--- src/rtl/mic_uart_framer.sv ---
// mic_uart_framer: buffers I2S sample pairs and serialises enabled channels, MSB first, onto a UART byte stream with periodic sync bytes.
module mic_uart_framer #(
  parameter int BYTES_PER_SAMPLE = 2,
  parameter int FIFO_DEPTH = 4,
  parameter logic [7:0] SYNC_BYTE = 8'hA5,
  parameter int SYNC_PERIOD = 64
) (
  input  logic clock,
  input  logic reset,
  input  logic sample_valid,
  input  logic [31:0] sample_0,
  input  logic [31:0] sample_1,
  input  logic [1:0] chan_en,
  input  logic uart_busy,
  output logic uart_data_valid,
  output logic [7:0] uart_data,
  output logic [$clog2(FIFO_DEPTH):0] fifo_level,
  output logic overflow,
  output logic [7:0] drop_count
);
  localparam int AW = $clog2(FIFO_DEPTH);
  localparam int W = 8 * BYTES_PER_SAMPLE;
  localparam logic [AW:0] DEPTH = FIFO_DEPTH[AW:0];
  typedef enum logic [2:0] {IDLE, LOAD, SYNC, SEND, GAP, WAIT} state_t;
  state_t state;
  logic [63:0] mem [FIFO_DEPTH];
  logic [AW-1:0] wptr, rptr;
  logic [63:0] head;
  logic [2*W-1:0] frame, sh;
  logic [3:0] nb, left;
  logic [7:0] sync_cnt;
  logic sync_frame, full, req, push, pop;
  assign full = fifo_level == DEPTH;
  assign req = sample_valid && chan_en != 2'b00;
  assign push = req && !full;
  assign pop = state == LOAD;
  assign head = mem[rptr];
  // ch1-only frames put ch1 first; otherwise ch0 leads and ch1 (if any) follows
  assign frame = chan_en == 2'b10 ? {head[63 -: W], head[31 -: W]} : {head[31 -: W], head[63 -: W]};
  assign nb = 4'(BYTES_PER_SAMPLE * (int'(chan_en[0]) + int'(chan_en[1])));
  always_ff @(posedge clock) begin
    if (reset) begin
      wptr <= '0;
      rptr <= '0;
      fifo_level <= '0;
      overflow <= 1'b0;
      drop_count <= 8'd0;
    end else begin
      if (push) begin
        mem[wptr] <= {sample_1, sample_0};
        wptr <= wptr + AW'(1);
      end
      if (pop) rptr <= rptr + AW'(1);
      fifo_level <= fifo_level + (AW+1)'(push) - (AW+1)'(pop);
      if (req && full) begin
        overflow <= 1'b1;
        drop_count <= drop_count + 8'(drop_count != 8'hFF);
      end
    end
  end
  // emits are registered on entry to SYNC/SEND, so the strobe is visible while in those states
  always_ff @(posedge clock) begin
    if (reset) begin
      state <= IDLE;
      uart_data_valid <= 1'b0;
      uart_data <= 8'd0;
      sh <= '0;
      left <= 4'd0;
      sync_cnt <= 8'd0;
      sync_frame <= 1'b0;
    end else begin
      uart_data_valid <= 1'b0;
      case (state)
        IDLE: if (!uart_busy && (fifo_level != '0 || push)) state <= LOAD;
        LOAD: begin
          if (chan_en == 2'b00) state <= IDLE;
          else begin
            sync_frame <= sync_cnt == 8'd0;
            uart_data_valid <= 1'b1;
            uart_data <= sync_cnt == 8'd0 ? SYNC_BYTE : frame[2*W-1 -: 8];
            sh <= sync_cnt == 8'd0 ? frame : frame << 8;
            left <= sync_cnt == 8'd0 ? nb : nb - 4'd1;
            state <= sync_cnt == 8'd0 ? SYNC : SEND;
          end
        end
        SYNC, SEND: state <= GAP;
        GAP: state <= WAIT;
        WAIT: begin
          if (!uart_busy && left != 4'd0) begin
            uart_data_valid <= 1'b1;
            uart_data <= sh[2*W-1 -: 8];
            sh <= sh << 8;
            left <= left - 4'd1;
            state <= SEND;
          end else if (!uart_busy) begin
            sync_cnt <= sync_frame ? 8'(SYNC_PERIOD - 1) : sync_cnt - 8'd1;
            state <= IDLE;
          end
        end
        default: state <= IDLE;
      endcase
    end
  end
endmodule
--- config.mk ---
export PLATFORM = sky130hd
export DESIGN_NAME = mic_uart_framer
export DESIGN_NICKNAME = d
export VERILOG_FILES = /design/src/rtl/mic_uart_framer.sv
export SDC_FILE = /design/constraint.sdc
export NUM_CORES = 1
export LEC_CHECK = 0
export CORE_MARGIN = 1.5
export CORE_UTILIZATION = 40
export DETAILED_ROUTE_END_ITERATION = 6
export GPL_TIMING_DRIVEN = 1
export PLACE_DENSITY = 0.66
export SLEW_MARGIN = 0
export SYNTH_ARGS = -nofsm -noshare
export SYNTH_HDL_FRONTEND = slang
export SYNTH_SLANG_ARGS = --single-unit
--- constraint.sdc ---
create_clock -name clock -period 2.5 [get_ports clock]
set_input_delay 0.25 -clock clock [delete_from_list [all_inputs] [get_ports clock]]
set_output_delay 0.25 -clock clock [all_outputs]
set_load 0.005 [all_outputs]
---- Yosys cells after proc, flatten, opt, wreduce, memory -nomap -nowiden ----
Memories as Yosys holds them, arrays and structs flattened. A register that Yosys moved wholly into a read port is not among the register bits.
Cells that the tools add are included.
Widths: inputs -> output; s select.
word-level totals
  memories kept ........................... 1
  logic and storage cells ................. 85
  register bits after elaboration ......... 73
  bits in writable memories ............... 256
  bits of input ports ..................... 70
cells by class
  bitwise logic cells ..................... 3
  muxes and demuxes ....................... 28
  add/subtract/negate cells ............... 9
  reductions and logical operators ........ 20
  eq/ne operators ......................... 12
memories
  name  depth  bits a word  read ports  clocked after Yosys merged registers in  write ports  line  text
  mem   4      64           1           1                                        1            26    logic [63:0] mem [FIFO_DEPTH];
operators with widths
  cell                 count
  $mux 32              4
  $pmux 32 s2          1
  $mux 8               4
  $pmux 8 s2           1
  $pmux 3 s5           1
  $mux 4               3
  $eq 3x3->1 const B   3
  $mux 3               3
  $add 8x1->8          1
  $logic_not 8->1      1
  $ne 8x8->1 const B   1
  $pmux 4 s2           1
  $sub 8x1->8 const B  1
  $eq 3x2->1 const B   2
  $mux 1               6
  $mux 2               3
  $ne 2x2->1 const B   3
  $reduce_and 3->1     2
  $logic_and 1x1->1    5
  $add 2x1->2 const B  2
  $reduce_and 2->1     2
  $reduce_bool 2->1    2
  $reduce_bool 4->1    1
  $sub 3x1->4 const B  1
  other kinds (15)     18

---- Depth between registers and ports, before layout ----
  word-level depth ........................ 7
  mapped depth ............................ 11
  gate-level depth less buffers ........... 11

---- Least setup slack after synthesis ----
OpenSTA, ideal clock, no wires.
  path type ............................... register to register
  start point ............................. reg fifo_level[2]
  end point ............................... reg fifo_level[2]
  stages on the path, launching flop included .. 10
  path buffers ............................ 0
  data arrival time ....................... 2.123 ns
  slack ................................... 0.250 ns
  library setup time ...................... 0.128 ns
  data required time ...................... 2.372 ns
  cell sequence ........................... dfxtp_1 nor3b_1 nor2_1 xor2_1 ha_1 inv_1 fa_1 xor2_1 xnor2_1 nor2_1
on the way
  word-level cells in the longest chain between the ends .. 5
RTL lines
  what                    line  text
  start, declared         17    output logic [$clog2(FIFO_DEPTH):0] fifo_level,
  start signal, assigned  54    fifo_level <= fifo_level + (AW+1)'(push) - (AW+1)'(pop);
  $eq 3x3->1              33    assign full = fifo_level == DEPTH;
  $logic_not 1->1         35    assign push = req && !full;
  $logic_and 1x1->1       35
  $add 3x1->3 (*)         54
  $sub 3x1->3 (*)         54
Every way passes the cells marked *; elsewhere a longest branch is shown, timed or not.
A chain may end at the register's enable or synchronous reset.

---- Final worst setup path ----
  start point ............................. reg left[0]
  end point ............................... reg sh[17]
on the way
  word-level cells in the longest chain between the ends .. 4
RTL lines
  what                        line  text
  start, declared             30    logic [3:0] nb, left;
  start signal, assigned      82    left <= sync_cnt == 8'd0 ? nb : nb - 4'd1;
  start signal, assigned      93    left <= left - 4'd1;
  $reduce_bool 4->1           89    if (!uart_busy && left != 4'd0) begin
  $logic_and 1x1->1           89
  $ne 2x2->1 (no line)        n/a
  $reduce_and 3->1 (no line)  n/a
  end signal, assigned        81    sh <= sync_cnt == 8'd0 ? frame : frame << 8;
  end signal, assigned        92    sh <= sh << 8;
  end, declared               29    logic [2*W-1:0] frame, sh;
No other way between the ends.

==> results.yml <==
sta:
  rsz0062_at_grt: "false"
  finalHoldWorstSlack_ns: 0.361
  fmax_mhz: 458
  finalCriticalPeriod_ns: 2.18
  clock_skew_ns: 0.0227
  setup_viol: 0
  max-slew-margin-rel_pct: 44.3
  finalMaxSlewViolations: 0
  worstMarginPinSlew_ns: 0.836
  hold_viol: 0
  fin_crit_sh_pct: 87.3
  setup_ws_ns: 0.318
synth:
  ys_warn_count: 0
  synth-edff-count: 128
  synth_area_um2: 9080
  syn_avg_cell_area_um2: 13.1
  yosys.area.top_type: "edfxtp_1"
  ys_ff_latch: 203
  syn_nets: 774
  async_reset_ff_share_pct: 0
  synthFlopType: "edfxtp_1"
  synth.area.top_cells: "edfxtp_1 (42%), dfxtp_1 (17%), mux2_2 (7.4%)"
  syn_inst: 691
  synth.distinct_cells: 60
  synth_top_area_share_pct: 42.3
  synth-seq-area-share_pct: 58.8
drt:
  drt_wl_total_um: 20100
  num_vias: 6063
  final_antenna_net_count: 0
  drt_iter0_drc: 463
  drc: 0
  vias_per_cell: 5.70
  dr.pass1.iters: 5
  wl_per_cell_um: 18.9
clocking:
  cts_resized: 0
  clk_latency_ns: 0.52
  cts.sinks: 203
  numCtsBuffers: 22
  cts_setup_buffers: 0
  cts_hold_buf: 0
  cts_tree: "done"
  clk_pin_slew_worst_paths_ns: 0.06
  cts_root_buf: "clkbuf_16"
  cts_max_level: 1
  cts_buffer_depth: 3
setup_path:
  crit_arrival_ns: 2.59
  critPathKind: "reg -> reg"
  startpoint_type: "register"
  crit_fanout: 14
  critPathRequiredTime_ns: 2.91
  crit_path_end_kind: "register"
power_and_ir_drop:
  ir_drop_v: 0.000539
  p_leak_nw: 3.60
  powerDensity_nw_per_um2: 865
final_layout:
  fillers: 1896
  finalNonFillerCells: 1064
  drive_gt1_share_pct: 23.0
  syn_to_final_growth_pct: 20.1
  diodes: 0
  final_cell_mix: "edfxtp_1 (128), dfxtp_1 (74), mux2_2 (60), nor2_1 (59), clkdlybuf4s50_1 (57)"
  nNetsFinal: 853
  final_common_cell: "edfxtp_1"
placement:
  io_buffer_count: 58
  placed_cells: 1026
  gp_congestion: 0.825
  dp_hpwl_um: 13300
  pre_cts_ws_ns: -0.146
global_route:
  grt_use_total_pct: 17.1
  grt_first_pass_wirelength_um: 32100
  grt_start_max_net_pins: 75
  grt_antenna_before_repair: 0
  grt_pass1_vias: 6011
  overflow: 0
run_status:
  run_status: "completed"
hold_path:
  worstHoldPathType: "in -> reg"
die:
  die_area_um2: 23600
  initial_utilization_pct: 41.2
  fp-row-count: 54
  die-height_um: 154
  core_area_um2: 22000
  ios: 91
  die_x_um: 154
run:
  cap_violations: 0
==> cell usage after synthesis, types with 11 or more instances <==
library cell,instances
edfxtp_1,128
dfxtp_1,75
mux2_2,60
nor2_1,59
nand2_1,29
or3_1,29
a21oi_1,28
o22ai_1,26
clkbuf_1,21
mux4_2,19
a211oi_1,15
buf_2,15
nor3_1,14
o21ai_0,13
ha_1,12
inv_1,12
nand3_1,11
==> state kept, by name (all words and copies together), names as in the netlist, named ones only <==
name / count
sh: 32
sync_cnt: 8
left: 4
uart_data_valid: 1
mem: 128
drop_count: 8
uart_data: 8
state: 3
rptr: 2
wptr: 2
fifo_level: 3
sync_frame: 1
overflow: 1
==> layout make-up <==
type	count	area (um2)	area share (%)
Timing Repair Buffer	99	1020	9.36
Sequential cell	203	5350	49.0
Clock buffer	31	604	5.54
Tap cell	280	350	3.21
Inverter	12	45.0	0.413
Multi-Input combinational cell	432	3470	31.8
Clock inverter	7	68.8	0.631
==> layer usage <==
layer | share of wire (%) | GRT usage, %
met1 | 43 | 22.1
met2 | 49 | 29.2
met3 | 5.3 | 3.47
met4 | 1.9 | 4.39
met5 | 0 | 0
==> where the power goes <==
group | internal (W) | switching (W) | leakage (nW)
sequential | 0.00388 | 0.000207 | 1.77
clock | 0.00178 | 0.00125 | 0.330
combinational | 0.00110 | 0.00122 | 1.50
total | 0.00677 | 0.00267 | 3.60
==> through the flow <==
stage / cell area [um2] / power, W / TNS [ns] / util [%]
4_1_cts: 10900 / 0.00949 / 0 / 49.5
3_3_place_gp: 10200 / 0.00636 / -0.344 / 46.5
2_1_floorplan: 9080 / 0.00562 / 0 / -
3_5_place_dp: 10200 / 0.00645 / -0.917 / 46.5
5_1_grt: 10900 / 0.00988 / 0 / 49.5
6_report: 10900 / 0.00944 / 0 / 49.5
==> final timing paths <==
check | slack (ns) | from | to | depth (start not counted)
setup reg to reg | 0.32 | left[0] | sh[17] | 7
hold / removal | 0.36 | sample_0[23] | mem[0][23] | 1
setup / recovery | 0.32 | left[0] | sh[17] | 7
hold reg to reg | 0.46 | sh[5] | sh[5] | 2
==> logic make-up (layout without fill, tap and decap cells) <==
| logic type | after synthesis | in the layout | share of synthesized area, % |
|---|---|---|---|
| muxes | 88 | 88 | 13.1 |
| DFF | 203 | 203 | 58.8 |
| AOI/OAI and AO/OA | 135 | 135 | 11.2 |
| buffers and inverters | 56 | 149 | 3.02 |
| and+or+nand+nor | 186 | 186 | 11.0 |
| adders and majority gates | 13 | 13 | 1.87 |
| xor gates and xnor gates | 10 | 10 | 0.964 |
==> critical path, stage by stage (launching register included) <==
cell	delay, ns
dfxtp_1	0.33
inv_1	0.09
ha_1	0.20
or3b_1	0.56
a21oi_4	0.30
buf_4	0.27
a21oi_1	0.06
a311oi_1	0.28
Power figures use the tool's default switching activity.
